`src/rtl/reg_writeback_stage_if.sv`:
```
// reg_writeback_stage_if: request, data-memory read and register-file write signals
// for the write-back stage; slave = the stage, master = its environment.
interface reg_writeback_stage_if #(
    parameter int DATA_W = 16,
    parameter int ADDR_W = 3,
    parameter int NSRC   = 3,
    parameter int SEL_W  = 2,
    parameter int MEM_W  = 8
);
    logic                   in_valid;
    logic                   in_ready;
    logic [SEL_W-1:0]       in_sel;
    logic [NSRC*DATA_W-1:0] in_src;
    logic [ADDR_W-1:0]      in_dest;
    logic                   in_wen;
    logic                   in_sext;
    logic                   mem_rvalid;
    logic [MEM_W-1:0]       mem_rdata;
    logic                   rf_we;
    logic [ADDR_W-1:0]      rf_waddr;
    logic [DATA_W-1:0]      rf_wdata;
    logic [1:0]             err;

    modport slave (
        input  in_valid, in_sel, in_src, in_dest, in_wen, in_sext, mem_rvalid, mem_rdata,
        output in_ready, rf_we, rf_waddr, rf_wdata, err
    );
    modport master (
        output in_valid, in_sel, in_src, in_dest, in_wen, in_sext, mem_rvalid, mem_rdata,
        input  in_ready, rf_we, rf_waddr, rf_wdata, err
    );
endinterface

```
`src/rtl/reg_writeback_stage.sv`:
```
// reg_writeback_stage: selects a write-back source (or waits for a memory load with
// timeout), extends load data and issues a one-cycle register-file write.
module reg_writeback_stage #(
    parameter int DATA_W      = 16,
    parameter int ADDR_W      = 3,
    parameter int NSRC        = 3,
    parameter int SEL_W       = 2,
    parameter int MEM_SRC     = 1,
    parameter int MEM_W       = 8,
    parameter int MEM_TIMEOUT = 15,
    parameter bit ZERO_REG    = 1'b1
) (
    input logic clk,
    input logic rst_n,
    reg_writeback_stage_if.slave bus
);
    localparam int CNT_W = $clog2(MEM_TIMEOUT + 1);

    typedef enum logic {IDLE, WAIT_MEM} state_t;

    state_t             state_q, state_d;
    logic [CNT_W-1:0]   cnt_q, cnt_d;
    logic [ADDR_W-1:0]  dest_q, dest_d;
    logic               wen_q, wen_d;
    logic               sext_q, sext_d;
    logic               we_q, we_d;
    logic [ADDR_W-1:0]  waddr_q, waddr_d;
    logic [DATA_W-1:0]  wdata_q, wdata_d;
    logic [1:0]         err_q, err_d;
    logic [DATA_W-1:0]  sel_val;
    logic               sel_ok;

    function automatic logic wr_ok(input logic wen, input logic [ADDR_W-1:0] dest);
        return wen && !(ZERO_REG && dest == '0);
    endfunction

    function automatic logic [DATA_W-1:0] ext(input logic [MEM_W-1:0] v, input logic s);
        return s ? DATA_W'($signed(v)) : DATA_W'(v);
    endfunction

    always_comb begin
        sel_val = '0;
        for (int k = 0; k < NSRC; k++)
            if (int'(bus.in_sel) == k) sel_val = bus.in_src[k*DATA_W +: DATA_W];
        sel_ok = int'(bus.in_sel) < NSRC;
    end

    always_comb begin
        state_d = state_q;
        cnt_d   = cnt_q;
        dest_d  = dest_q;
        wen_d   = wen_q;
        sext_d  = sext_q;
        we_d    = 1'b0;
        waddr_d = waddr_q;
        wdata_d = wdata_q;
        err_d   = err_q;
        if (state_q == IDLE) begin
            if (bus.in_valid) begin
                if (!sel_ok) begin
                    err_d[0] = 1'b1;
                end else if (int'(bus.in_sel) == MEM_SRC) begin
                    dest_d = bus.in_dest;
                    wen_d  = bus.in_wen;
                    sext_d = bus.in_sext;
                    if (bus.mem_rvalid) begin
                        we_d = wr_ok(bus.in_wen, bus.in_dest);
                        if (we_d) begin
                            waddr_d = bus.in_dest;
                            wdata_d = ext(bus.mem_rdata, bus.in_sext);
                        end
                    end else begin
                        state_d = WAIT_MEM;
                        cnt_d   = CNT_W'(1);
                    end
                end else begin
                    we_d = wr_ok(bus.in_wen, bus.in_dest);
                    if (we_d) begin
                        waddr_d = bus.in_dest;
                        wdata_d = sel_val;
                    end
                end
            end
        end else begin
            // read data arriving on the timeout cycle still completes the load
            if (bus.mem_rvalid) begin
                state_d = IDLE;
                cnt_d   = '0;
                we_d    = wr_ok(wen_q, dest_q);
                if (we_d) begin
                    waddr_d = dest_q;
                    wdata_d = ext(bus.mem_rdata, sext_q);
                end
            end else if (cnt_q == CNT_W'(MEM_TIMEOUT)) begin
                state_d  = IDLE;
                cnt_d    = '0;
                err_d[1] = 1'b1;
            end else begin
                cnt_d = cnt_q + CNT_W'(1);
            end
        end
    end

    always_ff @(posedge clk or negedge rst_n) begin
        if (!rst_n) begin
            state_q <= IDLE;
            cnt_q   <= '0;
            dest_q  <= '0;
            wen_q   <= 1'b0;
            sext_q  <= 1'b0;
            we_q    <= 1'b0;
            waddr_q <= '0;
            wdata_q <= '0;
            err_q   <= '0;
        end else begin
            state_q <= state_d;
            cnt_q   <= cnt_d;
            dest_q  <= dest_d;
            wen_q   <= wen_d;
            sext_q  <= sext_d;
            we_q    <= we_d;
            waddr_q <= waddr_d;
            wdata_q <= wdata_d;
            err_q   <= err_d;
        end
    end

    assign bus.in_ready = (state_q == IDLE);
    assign bus.rf_we    = we_q;
    assign bus.rf_waddr = waddr_q;
    assign bus.rf_wdata = wdata_q;
    assign bus.err      = err_q;
endmodule

```
`src/flat_wrapper.sv`:
```
// flat-port wrapper written by rule: the top's interface ports become plain ports
module reg_writeback_stage_flat 
#(
    parameter int DATA_W      = 16,
    parameter int ADDR_W      = 3,
    parameter int NSRC        = 3,
    parameter int SEL_W       = 2,
    parameter int MEM_SRC     = 1,
    parameter int MEM_W       = 8,
    parameter int MEM_TIMEOUT = 15,
    parameter bit ZERO_REG    = 1'b1
)
  (clk, rst_n, bus_in_valid, bus_in_sel, bus_in_src, bus_in_dest, bus_in_wen, bus_in_sext, bus_mem_rvalid, bus_mem_rdata, bus_in_ready, bus_rf_we, bus_rf_waddr, bus_rf_wdata, bus_err);
  reg_writeback_stage_if #(.DATA_W(DATA_W), .ADDR_W(ADDR_W), .NSRC(NSRC), .SEL_W(SEL_W), .MEM_W(MEM_W)) bus_i ();
  input logic clk;
  input logic rst_n;
  input wire logic [$bits(bus_i.in_valid)-1:0] bus_in_valid;
  input wire logic [$bits(bus_i.in_sel)-1:0] bus_in_sel;
  input wire logic [$bits(bus_i.in_src)-1:0] bus_in_src;
  input wire logic [$bits(bus_i.in_dest)-1:0] bus_in_dest;
  input wire logic [$bits(bus_i.in_wen)-1:0] bus_in_wen;
  input wire logic [$bits(bus_i.in_sext)-1:0] bus_in_sext;
  input wire logic [$bits(bus_i.mem_rvalid)-1:0] bus_mem_rvalid;
  input wire logic [$bits(bus_i.mem_rdata)-1:0] bus_mem_rdata;
  output wire logic [$bits(bus_i.in_ready)-1:0] bus_in_ready;
  output wire logic [$bits(bus_i.rf_we)-1:0] bus_rf_we;
  output wire logic [$bits(bus_i.rf_waddr)-1:0] bus_rf_waddr;
  output wire logic [$bits(bus_i.rf_wdata)-1:0] bus_rf_wdata;
  output wire logic [$bits(bus_i.err)-1:0] bus_err;
  assign bus_i.in_valid = bus_in_valid;
  assign bus_i.in_sel = bus_in_sel;
  assign bus_i.in_src = bus_in_src;
  assign bus_i.in_dest = bus_in_dest;
  assign bus_i.in_wen = bus_in_wen;
  assign bus_i.in_sext = bus_in_sext;
  assign bus_i.mem_rvalid = bus_mem_rvalid;
  assign bus_i.mem_rdata = bus_mem_rdata;
  assign bus_in_ready = bus_i.in_ready;
  assign bus_rf_we = bus_i.rf_we;
  assign bus_rf_waddr = bus_i.rf_waddr;
  assign bus_rf_wdata = bus_i.rf_wdata;
  assign bus_err = bus_i.err;
  reg_writeback_stage #(.DATA_W(DATA_W), .ADDR_W(ADDR_W), .NSRC(NSRC), .SEL_W(SEL_W), .MEM_SRC(MEM_SRC), .MEM_W(MEM_W), .MEM_TIMEOUT(MEM_TIMEOUT), .ZERO_REG(ZERO_REG)) u_core (.clk(clk), .rst_n(rst_n), .bus(bus_i));
endmodule
```
`config.mk`:
```
export PLATFORM = sky130hd
export DESIGN_NAME = reg_writeback_stage_flat
export DESIGN_NICKNAME = d
export VERILOG_FILES = /design/src/rtl/reg_writeback_stage_if.sv /design/src/rtl/reg_writeback_stage.sv /design/src/flat_wrapper.sv
export SDC_FILE = /design/constraint.sdc
export NUM_CORES = 1
export LEC_CHECK = 0
export ABC_AREA = 1
export BUFFER_PORTS_ARGS = -buffer_cell sky130_fd_sc_hd__buf_2
export CAP_MARGIN = 20
export CORE_ASPECT_RATIO = 0.5
export CORE_UTILIZATION = 40
export CTS_BUF_LIST = sky130_fd_sc_hd__clkbuf_8
export CTS_CLUSTER_SIZE = 28
export DETAILED_ROUTE_END_ITERATION = 10
export GPL_TIMING_DRIVEN = 0
export PLACE_DENSITY = 0.74
export SLEW_MARGIN = 20
export SYNTH_ARGS = -nofsm -noshare
export SYNTH_HDL_FRONTEND = slang
export SYNTH_SLANG_ARGS = --single-unit
export TNS_END_PERCENT = 1
```
`constraint.sdc`:
```
create_clock -name clk -period 1.4 [get_ports clk]
set_input_delay 0.28 -clock clk [delete_from_list [all_inputs] [get_ports clk]]
set_output_delay 0.28 -clock clk [all_outputs]
set_load 0.02 [all_outputs]
```
==> flow_metrics.py <==
metrics = {
    "status": {
        "status": "finished clean",
    },
    "route": {
        "drt_iter0_markers": 79,
        "wl_um": 4813,
        "vias": 2006,
        "antenna_left": 0,
        "via_per_inst": 4.881,
        "firstDrtPassIters": 4,
        "wl_per_cell_um": 11.71,
        "post-route-drc-count": 0,
    },
    "clock_network": {
        "ctsLongestPathBuffers": 2,
        "path_clk_slew_ns": 0.06,
        "htree_levels": 2,
        "cts_buffers": 5,
        "postCtsHoldBufs": 0,
        "cts_tree": "yes",
        "clock_sinks": 32,
        "clk_latency_ns": 0.29,
        "cts_root_buf": "clkbuf_8",
    },
    "timing": {
        "maxSlewViolCount": 0,
        "hold_viol_final": 0,
        "grt_setup_unrepaired": "true",
        "worst_slew_pin_slew_ns": 0.7101,
        "fin_ws_ns": 0.01110,
        "fmax_mhz": 720.0,
        "period_share_pct": 99.21,
        "finalSetupViolCount": 0,
        "period_minus_slack_ns": 1.389,
        "clock_skew_ns": 0.003675,
        "slew_headroom_pct": 52.66,
    },
    "grt": {
        "grt_util_met3_pct": 4.539,
        "grt_pass1_wl_um": 7838,
        "track_usage_pct": 20.57,
        "met2_usage_pct": 35.80,
        "grt_use_met1_pct": 25.74,
        "overflow": 0,
        "grt_pass1_vias": 1806,
        "antenna_found_initial": 0,
        "grt.busiest_layer": "met2",
        "grt_max_degree": 33,
    },
    "floorplan": {
        "rows": 16,
        "core_area_um2": 4104,
        "start_util_pct": 44.05,
        "die_h_um": 49.54,
        "ioPinCount": 90,
        "die_w_um": 97.08,
        "dieArea_um2": 4809,
    },
    "logic_synthesis": {
        "netlist.area_leader.share_pct": 44.29,
        "yosysTopAreaCell": "dfrtp_1",
        "yosysSeqAreaShare_pct": 44.29,
        "synth_cell_types": 18,
        "ys_seq_elements": 32,
        "synth_area_um2": 1808,
        "yosys-top-cells-area": "dfrtp_1, nand2_1, nand3_1",
        "synth_fp_nets": 334,
        "yosys_warnings": 0,
        "avgSynthCellArea_um2": 6.797,
        "syn_inst": 266,
    },
    "place": {
        "hpwl_um": 3615,
        "portBuffers": 73,
        "dp_slack_ns": -0.1618,
        "place_congestion": 0.8780,
    },
    "final_layout": {
        "nNetsFinal": 425,
        "fillers": 366,
        "mostFrequentLayoutCells": "nand2_1, buf_2, nand3_1",
        "areaGrowthSynthToFinish_pct": 35.50,
        "antenna_cells": 0,
        "final_core_util_pct": 59.70,
        "drive_gt1_share_pct": 30.25,
        "final_common_cell": "nand2_1",
    },
    "worst_setup_path": {
        "path_common_cell": "buf_6",
        "start_kind": "flop",
        "crit_path_end_kind": "output pin",
        "critical_path.top_delay_family": "flip-flops",
        "cp_slowest_stage_delay_ns": 0.42,
        "slowest_stage": "dfrtp_2",
        "critPathArrivalTime_ns": 1.11,
        "crit_path_max_fanout": 5,
        "required_ns": 1.12,
        "cp_cell_sequence": "inv_4 > buf_6 > buf_8 > buf_6",
        "critical_path_class": "reg2out",
        "cp_num_buf_inv": 4,
    },
    "pwr": {
        "peakVddDrop_mv": 0.5619,
        "p_total_uw": 2749,
        "p_leak_uw": 0.001478,
        "power.density_nw_per_um2": 1122,
    },
    "worst_hold_path": {
        "worstHoldPathType": "in2async",
    },
    "run": {
        "cap_violations": 0,
    },
}
-- layout make-up --
class	count	area [µm²]	area share [%]
clock buffers	5	68.82	2.809
repair buffers	85	461.7	18.85
multi-input cells	205	882.1	36.01
inverters	16	62.56	2.554
well taps	54	67.56	2.758
clock inverters	2	8.758	0.3575
plain buffers	12	96.34	3.933
flip-flops and latches	32	802.0	32.74
-- cell families after synthesis --
logic type | synth area share (%)
simple gates | 43.11
xor+xnor | 0.4845
buf+inv | 7.197
flops | 44.29
compound gates | 4.221
fa+ha+maj | 0.6919
-- registers in the layout (all words and copies together) (netlist names) --
signal and count:
u_core.cnt_q 4, u_core.bus.err 2, u_core.dest_q 3, u_core.bus.rf_wdata 16, u_core.sext_q 1, u_core.wen_q 1, u_core.state_q 1, u_core.bus.rf_we 1
u_core.bus.rf_waddr 3
-- worst register-to-register path, delay by kind of cell (launching register included) --
family	cells	cell delay (ns)
AOI/OAI and AO/OA	1	0.17
DFF	1	0.38
buffers and inverters	4	0.35
and+or+nand+nor	3	0.35
-- stage by stage --
step	hold slack, ns	cells	setup TNS (ns)	area, µm²
2_1_floorplan	-0.01559	266	0	1808
3_3_place_gp	0.3564	393	-1.410	2241
3_5_place_dp	0.3697	393	-1.751	2241
4_1_cts	0.06160	402	-0.007394	2364
5_1_grt	0.09464	411	-0.008455	2450
6_report	0.03631	411	0	2450
-- report_power, final --
part           switching, µW  leakage, µW  internal [µW]
sequential               109     0.000405           1110
combinational            519      0.00103            345
clock                    340    0.0000452            330
-- synth_stat cells, drive strengths merged --
master / instances
o21bai: 2
ha: 1
nand3: 50
nor2: 6
o21ai: 10
buf: 10
clkbuf: 3
a31oi: 1
dfrtp: 32
nand2: 132
inv: 16
xnor2: 1
nand4: 1
a21oi: 1
-- path summary, 6_finish.rpt --
path	slack, ns	endpoint	startpoint	cells past startpoint
min	0.04	u_core.cnt_q[2]	rst_n	1
min in group clk	0.23	u_core.state_q	bus_mem_rvalid	2
max reg2reg	0.11	u_core.cnt_q[3]	u_core.state_q	8
max	0.01	bus_in_ready	u_core.state_q	4
max in group asynchronous	0.86	u_core.state_q	rst_n	1
min reg2reg	0.47	u_core.bus.err[0]	u_core.bus.err[0]	1
-- repair_timing --
action	in CTS	in global routing
gates resized for setup	11	9
pin swaps	0	2
setup buffers	3	9
setup endpoints to repair	20	20
-- layer usage --
metal  wire length (µm)  share of wire (%)
met1               2173                 45
met2               2391                 50
met3                183                3.8
met4                 63                1.3
met5                  0                  0
No activity file was read; power rests on OpenSTA's default activity.
